==> config.mk <==
export PLATFORM = sky130hd
export DESIGN_NAME = req_arbiter_flat
export DESIGN_NICKNAME = d
export VERILOG_FILES = /design/src/rtl/req_arbiter_if.sv /design/src/rtl/req_arbiter.sv /design/src/flat_wrapper.sv
export SDC_FILE = /design/constraint.sdc
export NUM_CORES = 1
export LEC_CHECK = 0
export ABC_AREA = 0
export BUFFER_PORTS_ARGS = -buffer_cell sky130_fd_sc_hd__buf_4
export CORE_MARGIN = 2
export CORE_UTILIZATION = 45
export CTS_CLUSTER_SIZE = 28
export DETAILED_ROUTE_END_ITERATION = 7
export GPL_TIMING_DRIVEN = 0
export PLACE_DENSITY = 0.69
export SLEW_MARGIN = 0
export SYNTH_ARGS = -nofsm -noshare
export SYNTH_HDL_FRONTEND = slang
export SYNTH_SLANG_ARGS = --single-unit
==> constraint.sdc <==
create_clock -name clk -period 2.29 [get_ports clk]
set_clock_uncertainty 0.1 [all_clocks]
set_input_delay 0.458 -clock clk [delete_from_list [all_inputs] [get_ports clk]]
set_output_delay 0.458 -clock clk [all_outputs]
set_load 0.01 [all_outputs]
==> src/rtl/req_arbiter_if.sv <==
// Handshake and command bus between the two request clients, the arbiter
// and the downstream command FSM.
interface req_arbiter_if #(
  parameter int AW = 16,
  parameter int DW = 16
);
  logic          wr_valid;
  logic          wr_ready;
  logic [AW-1:0] wr_addr;
  logic [DW-1:0] wr_data;
  logic          rd_valid;
  logic          rd_ready;
  logic [AW-1:0] rd_addr;
  logic          wr_req;
  logic          rd_req;
  logic [AW-1:0] req_addr;
  logic [DW-1:0] req_data;
  logic          busy;

  // Client / FSM side: drives requests, observes ready and issue pulses
  modport master (
    output wr_valid, wr_addr, wr_data, rd_valid, rd_addr,
    input  wr_ready, rd_ready, wr_req, rd_req, req_addr, req_data, busy
  );

  // Arbiter side
  modport slave (
    input  wr_valid, wr_addr, wr_data, rd_valid, rd_addr,
    output wr_ready, rd_ready, wr_req, rd_req, req_addr, req_data, busy
  );
endinterface

==> src/rtl/req_arbiter.sv <==
// Round-robin write/read request arbiter with one-entry holding slot per
// client and a guard window between issue pulses so the command FSM is
// never handed a new request while it is mid-sequence.
module req_arbiter #(
  parameter int AW  = 16,
  parameter int DW  = 16,
  parameter int GAP = 3
) (
  input  logic         clk,
  input  logic         rst_n,
  req_arbiter_if.slave bus
);

  localparam int CW = $clog2(GAP) + 1;

  typedef enum logic [1:0] {IDLE, ISSUE, HOLD} state_t;

  state_t        r_state;
  logic [CW-1:0] r_holdCnt;
  logic          r_lastGrantRd;
  logic          r_grantWr;

  logic          r_wrPending;
  logic          r_wrReady;
  logic [AW-1:0] r_wrAddr;
  logic [DW-1:0] r_wrData;
  logic          r_rdPending;
  logic          r_rdReady;
  logic [AW-1:0] r_rdAddr;

  logic          r_wrReq;
  logic          r_rdReq;
  logic [AW-1:0] r_reqAddr;
  logic [DW-1:0] r_reqData;
  logic          r_busy;

  logic          w_wrTake;
  logic          w_rdTake;
  logic          w_wrPendNext;
  logic          w_rdPendNext;
  logic          w_pickWr;

  // Slot capture/release and the round-robin choice between pending slots
  always_comb begin
    w_wrTake     = bus.wr_valid & r_wrReady;
    w_rdTake     = bus.rd_valid & r_rdReady;
    w_wrPendNext = w_wrTake | (r_wrPending & ~((r_state == ISSUE) & r_grantWr));
    w_rdPendNext = w_rdTake | (r_rdPending & ~((r_state == ISSUE) & ~r_grantWr));
    w_pickWr     = r_wrPending & (~r_rdPending | r_lastGrantRd);
  end

  // Holding slots: ready is the registered inverse of the next pending flag
  always_ff @(posedge clk) begin
    if (!rst_n) begin
      r_wrPending <= 1'b0;
      r_wrReady   <= 1'b0;
      r_wrAddr    <= '0;
      r_wrData    <= '0;
      r_rdPending <= 1'b0;
      r_rdReady   <= 1'b0;
      r_rdAddr    <= '0;
    end else begin
      r_wrPending <= w_wrPendNext;
      r_wrReady   <= ~w_wrPendNext;
      r_rdPending <= w_rdPendNext;
      r_rdReady   <= ~w_rdPendNext;
      if (w_wrTake) begin
        r_wrAddr <= bus.wr_addr;
        r_wrData <= bus.wr_data;
      end
      if (w_rdTake) begin
        r_rdAddr <= bus.rd_addr;
      end
    end
  end

  // Arbitration FSM with registered issue pulses, command bus and busy flag
  always_ff @(posedge clk) begin
    if (!rst_n) begin
      r_state       <= IDLE;
      r_holdCnt     <= '0;
      r_lastGrantRd <= 1'b1;
      r_grantWr     <= 1'b0;
      r_wrReq       <= 1'b0;
      r_rdReq       <= 1'b0;
      r_reqAddr     <= '0;
      r_reqData     <= '0;
      r_busy        <= 1'b0;
    end else begin
      r_wrReq <= 1'b0;
      r_rdReq <= 1'b0;
      case (r_state)
        IDLE: begin
          if (r_wrPending | r_rdPending) begin
            r_state       <= ISSUE;
            r_busy        <= 1'b1;
            r_grantWr     <= w_pickWr;
            r_lastGrantRd <= ~w_pickWr;
            r_wrReq       <= w_pickWr;
            r_rdReq       <= ~w_pickWr;
            r_reqAddr     <= w_pickWr ? r_wrAddr : r_rdAddr;
            r_reqData     <= w_pickWr ? r_wrData : '0;
          end
        end
        ISSUE: begin
          r_state   <= HOLD;
          r_holdCnt <= CW'(GAP - 2);
          r_busy    <= 1'b1;
        end
        HOLD: begin
          if (r_holdCnt == '0) begin
            r_state <= IDLE;
            r_busy  <= 1'b0;
          end else begin
            r_holdCnt <= r_holdCnt - CW'(1);
          end
        end
        default: begin
          r_state <= IDLE;
          r_busy  <= 1'b0;
        end
      endcase
    end
  end

  assign bus.wr_ready = r_wrReady;
  assign bus.rd_ready = r_rdReady;
  assign bus.wr_req   = r_wrReq;
  assign bus.rd_req   = r_rdReq;
  assign bus.req_addr = r_reqAddr;
  assign bus.req_data = r_reqData;
  assign bus.busy     = r_busy;

endmodule
==> src/flat_wrapper.sv <==
// flat-port wrapper written by rule: the top's interface ports become plain ports
module req_arbiter_flat 
#(
  parameter int AW  = 16,
  parameter int DW  = 16,
  parameter int GAP = 3
)
  (clk, rst_n, bus_wr_valid, bus_wr_addr, bus_wr_data, bus_rd_valid, bus_rd_addr, bus_wr_ready, bus_rd_ready, bus_wr_req, bus_rd_req, bus_req_addr, bus_req_data, bus_busy);
  req_arbiter_if #(.AW(AW), .DW(DW)) bus_i ();
  input  logic clk;
  input  logic rst_n;
  input wire logic [$bits(bus_i.wr_valid)-1:0] bus_wr_valid;
  input wire logic [$bits(bus_i.wr_addr)-1:0] bus_wr_addr;
  input wire logic [$bits(bus_i.wr_data)-1:0] bus_wr_data;
  input wire logic [$bits(bus_i.rd_valid)-1:0] bus_rd_valid;
  input wire logic [$bits(bus_i.rd_addr)-1:0] bus_rd_addr;
  output wire logic [$bits(bus_i.wr_ready)-1:0] bus_wr_ready;
  output wire logic [$bits(bus_i.rd_ready)-1:0] bus_rd_ready;
  output wire logic [$bits(bus_i.wr_req)-1:0] bus_wr_req;
  output wire logic [$bits(bus_i.rd_req)-1:0] bus_rd_req;
  output wire logic [$bits(bus_i.req_addr)-1:0] bus_req_addr;
  output wire logic [$bits(bus_i.req_data)-1:0] bus_req_data;
  output wire logic [$bits(bus_i.busy)-1:0] bus_busy;
  assign bus_i.wr_valid = bus_wr_valid;
  assign bus_i.wr_addr = bus_wr_addr;
  assign bus_i.wr_data = bus_wr_data;
  assign bus_i.rd_valid = bus_rd_valid;
  assign bus_i.rd_addr = bus_rd_addr;
  assign bus_wr_ready = bus_i.wr_ready;
  assign bus_rd_ready = bus_i.rd_ready;
  assign bus_wr_req = bus_i.wr_req;
  assign bus_rd_req = bus_i.rd_req;
  assign bus_req_addr = bus_i.req_addr;
  assign bus_req_data = bus_i.req_data;
  assign bus_busy = bus_i.busy;
  req_arbiter #(.AW(AW), .DW(DW), .GAP(GAP)) u_core (.clk(clk), .rst_n(rst_n), .bus(bus_i));
endmodule
; ---- Word level (Yosys, flattened, before mapping)
; Index checks and enable logic that the tools add are counted.
[word_totals]
ff_bits = 94
latch_bits = 0
mem_bits_rw = 0
mem_bits_ro = 0
input_bits = 52
wordCells = 57
mem_count = 0
[op_classes]
addsub = 1
multipliers = 0
n_div = 0
order_cmp = 0
n_eq_ne = 5
n_shift = 0
muxes = 10
n_bitwise = 18
n_reduce_logical = 7
[op_table]
columns = operator, n
row1 = $mux W16, 2
row2 = $and A1 B1 Y1, 7
row3 = $not A1 Y1, 7
row4 = $pmux W2 S3, 1
row5 = $pmux W3 S2, 1
row6 = $reduce_and A2 Y1, 3
row7 = $mux W2, 2
row8 = $ne A2 B1 Y1 const B, 2
row9 = $or A1 B1 Y1, 4
row10 = $logic_not A3 Y1, 1
row11 = $mux W3, 1
row12 = $pmux W1 S3, 1
row13 = $reduce_and A3 Y1, 1
row14 = $sub A3 B1 Y3 const B, 1
row15 = $eq A2 B1 Y1 const B, 1
row16 = $eq A2 B2 Y1 const B, 1
row17 = $logic_not A2 Y1, 1
row18 = $mux W1, 2
row19 = $ne A2 B2 Y1 const B, 1
row20 = $reduce_bool A2 Y1, 1

; ---- Depth between registers and ports, before layout
; Gate-level depths: netlist of the first run.
[depth]
word_depth = 6
depth_mapped = 6
ltp_nobuf = 6

; ---- Worst setup path before layout of the first run
; OpenSTA, ideal clock, no wires.
[synth_timing]
path_type = flip-flop to flip-flop
from = register u_core.r_holdCnt[0]
to = register u_core.r_holdCnt[0]
setup_ps = 95
arrival_time_ps = 1232
required_time_ps = 2095
path_slack_ps = 863
stages_incl_launch_ff = 6
path_buffers = 0
synth_period_minus_slack_ps = 1427
path_cell_list = dfxtp_1 > inv_1 > ha_1 > ha_1 > o21a_1 > a221oi_1
[synth_between]
elab_chain_cells = 3
word_cells_on_any_way = 6
[synth_lines]
columns = item, line_no
row1 = "start, declared", req_arbiter.sv:19  ; logic [CW-1:0] r_holdCnt;
row2 = "start signal, assigned", req_arbiter.sv:107  ; r_holdCnt <= CW'(GAP - 2);
row3 = "start signal, assigned", req_arbiter.sv:115  ; r_holdCnt <= r_holdCnt - CW'(1);
row4 = $sub A3 B1 Y3 / $logic_not A3 Y1 (equally long branches), "req_arbiter.sv:115, req_arbiter.sv:111"
row5 = $mux W3 / $ne A2 B2 Y1 (equally long branches), --
row6 = $pmux W3 S2 / $reduce_and A2 Y1 (equally long branches), --
; Several ways; a longest one is shown, not always the timed one. The select of a mux whose other input is x is not followed.
; A chain may end at the register's enable or synchronous reset.

; ---- Final worst setup path of the first run
[layout_timing]
from = register u_core.r_wrPending
to = register u_core.r_reqAddr[14] (netlist: u_core.bus.req_addr[14])
[layout_between]
elab_chain_cells = 2
word_cells_on_any_way = 4
[layout_lines]
columns = item, line_no
row1 = "start, declared", req_arbiter.sv:23  ; logic r_wrPending;
row2 = "start signal, assigned", req_arbiter.sv:63  ; r_wrPending <= w_wrPendNext;
row3 = $and A1 B1 Y1 / $or A1 B1 Y1 (equally long branches), "req_arbiter.sv:49, req_arbiter.sv:94"
row4 = $mux W16 / $reduce_and A2 Y1 (equally long branches), --
row5 = "end signal, assigned", req_arbiter.sv:101  ; r_reqAddr <= w_pickWr ? r_wrAddr : r_rdAddr;
row6 = "end, declared", req_arbiter.sv:33  ; logic [AW-1:0] r_reqAddr;
; Several ways; a longest one is shown, not always the timed one.

==> results.yml, run 1 <==
outcome:
  status: "finished, final reports clean"
logic_synthesis:
  synthArstFlopShare_pct: 0
  synth-warning-count: 0
  synth_area_leaders: "dfxtp_1, nand2_1, a21oi_1"
  synth-edff-count: 0
  avgSynthCellArea_sq_um: 8.129
  synth_mux_area_share_pct: 0.2792
  yosys.area.top_type: "dfxtp_1"
  synth_top_area_share_pct: 52.50
  synth.distinct_cells: 32
  synth_xor_area_share_pct: 0
  synth_nets: 495
  synth_compound_area_share_pct: 18.32
  synthAdderAreaFrac_pct: 0.6981
  synthSimpleGateAreaFrac_pct: 22.48
  yosysMostFrequentCell: "nand2_1"
  yosysSeqAreaShare_pct: 52.50
  syn_inst: 441
  ys_ff_latch: 94
  synth_common_cells: "nand2_1, dfxtp_1, a21oi_1"
  synth_top_family_by_area: "simple AND/OR/NAND/NOR gates"
  synth.cell_area_sq_mm: 0.003585
  synth_top_flop_cell: "dfxtp_1"
power_and_ir_drop:
  vdd_drop_max_mv: 0.4467
  leakage_nw: 1.746
  design_power_total_mw: 3.338
  power_density_mw_per_mm2: 728.2
cells_and_area:
  regArea_sq_mm: 0.001882
  area_delta_synth_final_pct: 27.89
  drive_above_1_share_pct: 23.16
  diodes: 0
  fillers: 713
  finish.net_count: 594
  multi_input_area_sq_mm: 0.001498
worst_hold_path:
  hp-class: "in2reg"
setup_path:
  worst_ep_arrival_time_ps: 1790
  end_kind: "flop"
  cp.required_ps: 2470
  start_kind: "flop"
  critical_path_class: "reg2reg"
  crit_fanout: 10
place:
  post-dp-hpwl_um: 6770
  port_buffers: 88
  routabilityCongestion: 0.8493
  dp_slack_ps: 499.4
floorplan:
  coreArea_sq_mm: 0.007727
  row_count: 32
  io_pins: 89
  start_util_pct: 46.39
  dieArea_sq_mm: 0.008696
  die_height_um: 93.25
  die_x_um: 93.25
global_route:
  grtUsageTotal_pct: 21.78
  grt_pass1_wl_um: 14810
  grt_start_max_net_pins: 16
  antenna_found_initial: 0
  grt_pass1_vias: 3125
  overflow: 0
cts:
  insertion_delay_ps: 360
  cts_sinks: 94
  cts_tree: "done"
  clockBufferDepth: 2
  cts_hold_buf: 0
  numCtsBuffers: 9
  cts.reportedPaths.clkPinSlew_ps: 90
  cts_setup_buffers: 0
  htreeDepth: 3
  postCtsResizedCells: 0
  clock-root-buffer: "clkbuf_8"
timing:
  slew_viol_final: 0
  rsz0062_at_grt: "no"
  setup_slack_ps: 686.2
  setup_viol_count_final: 0
  whs_ps: 222.1
  hold_violations: 0
  fin_tns_setup_ps: 0
  slew_headroom_pct: 62.08
  fmaxAchievable_ghz: 0.6235
  post-route-period-util_pct: 70.04
  period_minus_slack_ps: 1604
  tightest_slew_ps: 568.7
detailed_routing:
  drc: 0
  num_vias: 3389
  wl_per_cell_um: 14.18
  antenna_left: 0
  firstDrtPassIters: 5
  wl_um: 9159
  first_iter_violations: 152
  avgViaCountPerCell: 5.246
job:
  drv_cap: 0
where the power goes:
| group | switching (mW) | leakage, nW | internal (mW) | total (mW) |
|---|---|---|---|---|
| Sequential | 0.0420 | 0.764 | 1.70 | 1.74 |
| Combinational | 0.244 | 0.883 | 0.175 | 0.419 |
| Clock | 0.562 | 0.0990 | 0.613 | 1.18 |
layout by cell type (no fill, tap or decap), drive strengths merged:
master,instances
a21oi,69
a221oi,1
a31oi,16
and2,4
and3,2
buf,111
bufinv,2
clkbuf,24
clkinvlp,2
dfxtp,94
ha,2
inv,7
mux2i,1
nand2,103
nand2b,1
nand3,48
nand3b,2
nor2,6
nor2b,2
nor3,2
nor3b,4
o21a,1
o21ai,36
o22a,1
o22ai,1
or2,1
or3b,1
state kept, by name, summed over array words and instances (netlist names):
name	flops
u_core.bus.busy	1
u_core.bus.rd_ready	1
u_core.bus.rd_req	1
u_core.bus.req_addr	16
u_core.bus.req_data	16
u_core.bus.wr_ready	1
u_core.bus.wr_req	1
u_core.r_grantWr	1
u_core.r_holdCnt	3
u_core.r_lastGrantRd	1
u_core.r_rdAddr	16
u_core.r_rdPending	1
u_core.r_state	2
u_core.r_wrAddr	16
u_core.r_wrData	16
u_core.r_wrPending	1
stage by stage:
stage | instances | utilization, % | area [sq um]
global route | 646 | 59.33 | 4584
finish | 646 | 59.33 | 4584
detailed placement | 631 | 56.59 | 4373
global placement | 631 | 56.59 | 4373
floorplan | 441 | - | 3585
CTS | 646 | 59.33 | 4584
final timing paths:
check | slack (ps) | end | from | cells past startpoint
worst max-delay path | 690 | u_core.bus.req_addr[14] | u_core.r_wrPending | 4
worst min register to register | 360 | u_core.r_wrAddr[12] | u_core.r_wrAddr[12] | 2
worst min-delay path | 220 | u_core.r_lastGrantRd | rst_n | 2
worst max register to register | 690 | u_core.bus.req_addr[14] | u_core.r_wrPending | 4
layer usage:
layer / share of wire (%) / GRT usage [%] / vias to the layer above
met3: 5.8 / 5.157 / 10
li1: - / - / 1697
met1: 45 / 29.25 / 1580
met5: 0 / 0 / -
met4: 1.1 / 5.882 / 0
met2: 48 / 35.19 / 102
kinds of logic after synthesis:
family | Yosys count
buffers and inverters | 43
AND/OR/NAND/NOR | 176
AO/OA/AOI/OAI | 125
adder cells (fa/ha/maj) | 2
multiplexers | 1
flip-flops | 94
layout make-up:
type / count / area share [%]
Clock inverter: 5 / 1.829
Multi-Input combinational cell: 304 / 32.67
Inverter: 6 / 0.4913
Clock buffer: 10 / 2.784
Tap cell: 102 / 2.784
Timing Repair Buffer: 88 / 14.41
Buffer: 37 / 3.985
Sequential cell: 94 / 41.05
worst max-delay path: stages (launching register included):
cell,delay [ps]
dfxtp_1,380
nor2_2,290
clkbuf_1,480
o21ai_1,110
a31oi_1,170
No activity file was read; power rests on OpenSTA's default activity.
==> run 2: changes to the inputs <==
--- a/config.mk
+++ b/config.mk
@@ -5,7 +5,7 @@
 export SDC_FILE = /design/constraint.sdc
 export NUM_CORES = 1
 export LEC_CHECK = 0
-export ABC_AREA = 0
+export ABC_AREA = 1
 export BUFFER_PORTS_ARGS = -buffer_cell sky130_fd_sc_hd__buf_4
 export CORE_MARGIN = 2
 export CORE_UTILIZATION = 45
==> constraint.sdc (replaced) <==
create_clock -name clk -period 1.65 [get_ports clk]
set_clock_uncertainty 0.1 [all_clocks]
set_input_delay 0.33 -clock clk [delete_from_list [all_inputs] [get_ports clk]]
set_output_delay 0.33 -clock clk [all_outputs]
set_load 0.01 [all_outputs]
==> results.yml, run 2 <==
outcome:
  status: "finished, final reports clean"
setup_path:
  critical_path_class: "reg2reg"
  worst_ep_arrival_time_ps: 1700
  cp.required_ps: 1840
  end_kind: "flop"
  crit_fanout: 6
  start_kind: "flop"
floorplan:
  row_count: 32
  coreArea_sq_mm: 0.007727
  dieArea_sq_mm: 0.008705
  start_util_pct: 46.44
  die_height_um: 93.30
  io_pins: 89
  die_x_um: 93.30
power_and_ir_drop:
  vdd_drop_max_mv: 0.4467
  power_density_mw_per_mm2: 1058
  leakage_nw: 2.093
cts:
  clock-root-buffer: "clkbuf_8"
  cts_hold_buf: 0
  clockBufferDepth: 2
  cts_tree: "done"
  cts_setup_buffers: 0
  cts.reportedPaths.clkPinSlew_ps: 90
  insertion_delay_ps: 350
  cts_sinks: 94
  numCtsBuffers: 9
  postCtsResizedCells: 0
  htreeDepth: 3
logic_synthesis:
  synth.distinct_cells: 25
  synth-edff-count: 0
  avgSynthCellArea_sq_um: 7.717
  ys_ff_latch: 94
  synthAdderAreaFrac_pct: 0.6974
  yosysMostFrequentCell: "nor2_1"
  synth_top_area_share_pct: 52.44
  synth_nets: 519
  syn_inst: 465
  synth_area_leaders: "dfxtp_1, nor2_1, nand2_1"
  synth_top_flop_cell: "dfxtp_1"
  synth_xor_area_share_pct: 0
  synth_mux_area_share_pct: 0
  synth_common_cells: "nor2_1, dfxtp_1, nand2_1"
  synthSimpleGateAreaFrac_pct: 29.11
  yosysSeqAreaShare_pct: 52.44
  synthArstFlopShare_pct: 0
  synth.cell_area_sq_mm: 0.003588
  yosys.area.top_type: "dfxtp_1"
  synth-warning-count: 0
  synth_compound_area_share_pct: 11.05
  synth_top_family_by_area: "simple AND/OR/NAND/NOR gates"
global_route:
  grt_pass1_vias: 3155
  grt_start_max_net_pins: 16
  overflow: 0
  antenna_found_initial: 0
  grtUsageTotal_pct: 21.52
  grt_pass1_wl_um: 14630
worst_hold_path:
  hp-class: "in2reg"
detailed_routing:
  wl_um: 8927
  drc: 0
  wl_met3_um: 471
  firstDrtPassIters: 4
  num_vias: 3366
  wl_met1_um: 3862
  route.top_layer_used: "met4"
  first_iter_violations: 155
  met2_length_um: 4473
  avgViaCountPerCell: 5.016
  wl_per_cell_um: 13.30
  antenna_left: 0
cells_and_area:
  drive_above_1_share_pct: 23.02
  area_delta_synth_final_pct: 28.17
  finish.net_count: 618
  final_common_cell: "nor2_1"
  fillers: 728
  fin_util_pct: 59.52
  layout_common_cells: "nor2_1, dfxtp_1, buf_4"
  diodes: 0
timing:
  fmaxAchievable_ghz: 0.6629
  slew_headroom_pct: 65.24
  setup_viol_count_final: 0
  slew_viol_final: 0
  period_minus_slack_ps: 1508
  tightest_slew_ps: 521.3
  hold_violations: 0
  whs_ps: 121.6
  fin_tns_setup_ps: 0
  post-route-period-util_pct: 91.42
  rsz0062_at_grt: "no"
job:
  drv_cap: 0
place:
  routabilityCongestion: 0.7828
  port_buffers: 88
  post-dp-hpwl_um: 6582
==> run 2: path summary, 6_finish.rpt <==
kind                       startpoint                 endpoint  slack, ps  cells past startpoint
setup / recovery  u_core.r_holdCnt[0]      u_core.r_holdCnt[1]        140                      7
hold / removal        bus_wr_addr[14]      u_core.r_wrAddr[14]        120                      3
setup reg to reg  u_core.r_holdCnt[0]      u_core.r_holdCnt[1]        140                      7
hold reg to reg   u_core.r_wrData[15]  u_core.bus.req_data[15]        360                      2
==> run 2: cell type report <==
type	count	area, sq um	share of cell area, %
tap	102	127.6	2.775
clock buffer	10	137.6	2.992
sequential	94	1882	40.91
timing repair buffer	88	660.6	14.36
inverter	26	97.59	2.122
multi-input combinational	318	1466	31.88
clock inverter	6	85.08	1.850
buffer	27	142.6	3.101
==> run 2: cell families (layout without fill, tap and decap cells) <==
family / after synthesis / in the layout
and+or+nand+nor: 240 / 240
AOI/OAI and AO/OA: 76 / 76
DFF: 94 / 94
adders and majority gates: 2 / 2
buffers and inverters: 53 / 157
==> run 2: where the power goes <==
group,total (mW),switching [mW],internal [mW]
Combinational,0.707,0.412,0.295
Clock,1.68,0.789,0.889
Sequential,2.48,0.0743,2.41
==> run 2: critical path, stage by stage, from the launching register on <==
cell     delay (ps)
dfxtp_1         310
inv_1            60
ha_1            200
ha_1            180
nor2_1          100
nand2_1         130
or2_0           230
a21oi_1         130
==> run 2: per-stage QoR <==
| stage | setup slack (ps) | cell area, sq um | cells | total power [mW] |
|---|---|---|---|---|
| after global routing | 26.91 | 4599 | 671 | 5.072 |
| after CTS | 134.3 | 4599 | 671 | 4.886 |
| after floorplan | 288.8 | 3588 | 465 | 2.954 |
| after global placement | 101.0 | 4377 | 655 | 3.230 |
| final | 141.5 | 4599 | 671 | 4.868 |
| after detailed placement | 74.44 | 4377 | 655 | 3.248 |
==> run 2: routing by layer <==
layer	vias to the layer above	track usage, %
met5	-	0
li1	1704	-
met4	0	6.740
met3	13	3.143
met2	91	36.99
met1	1558	27.86
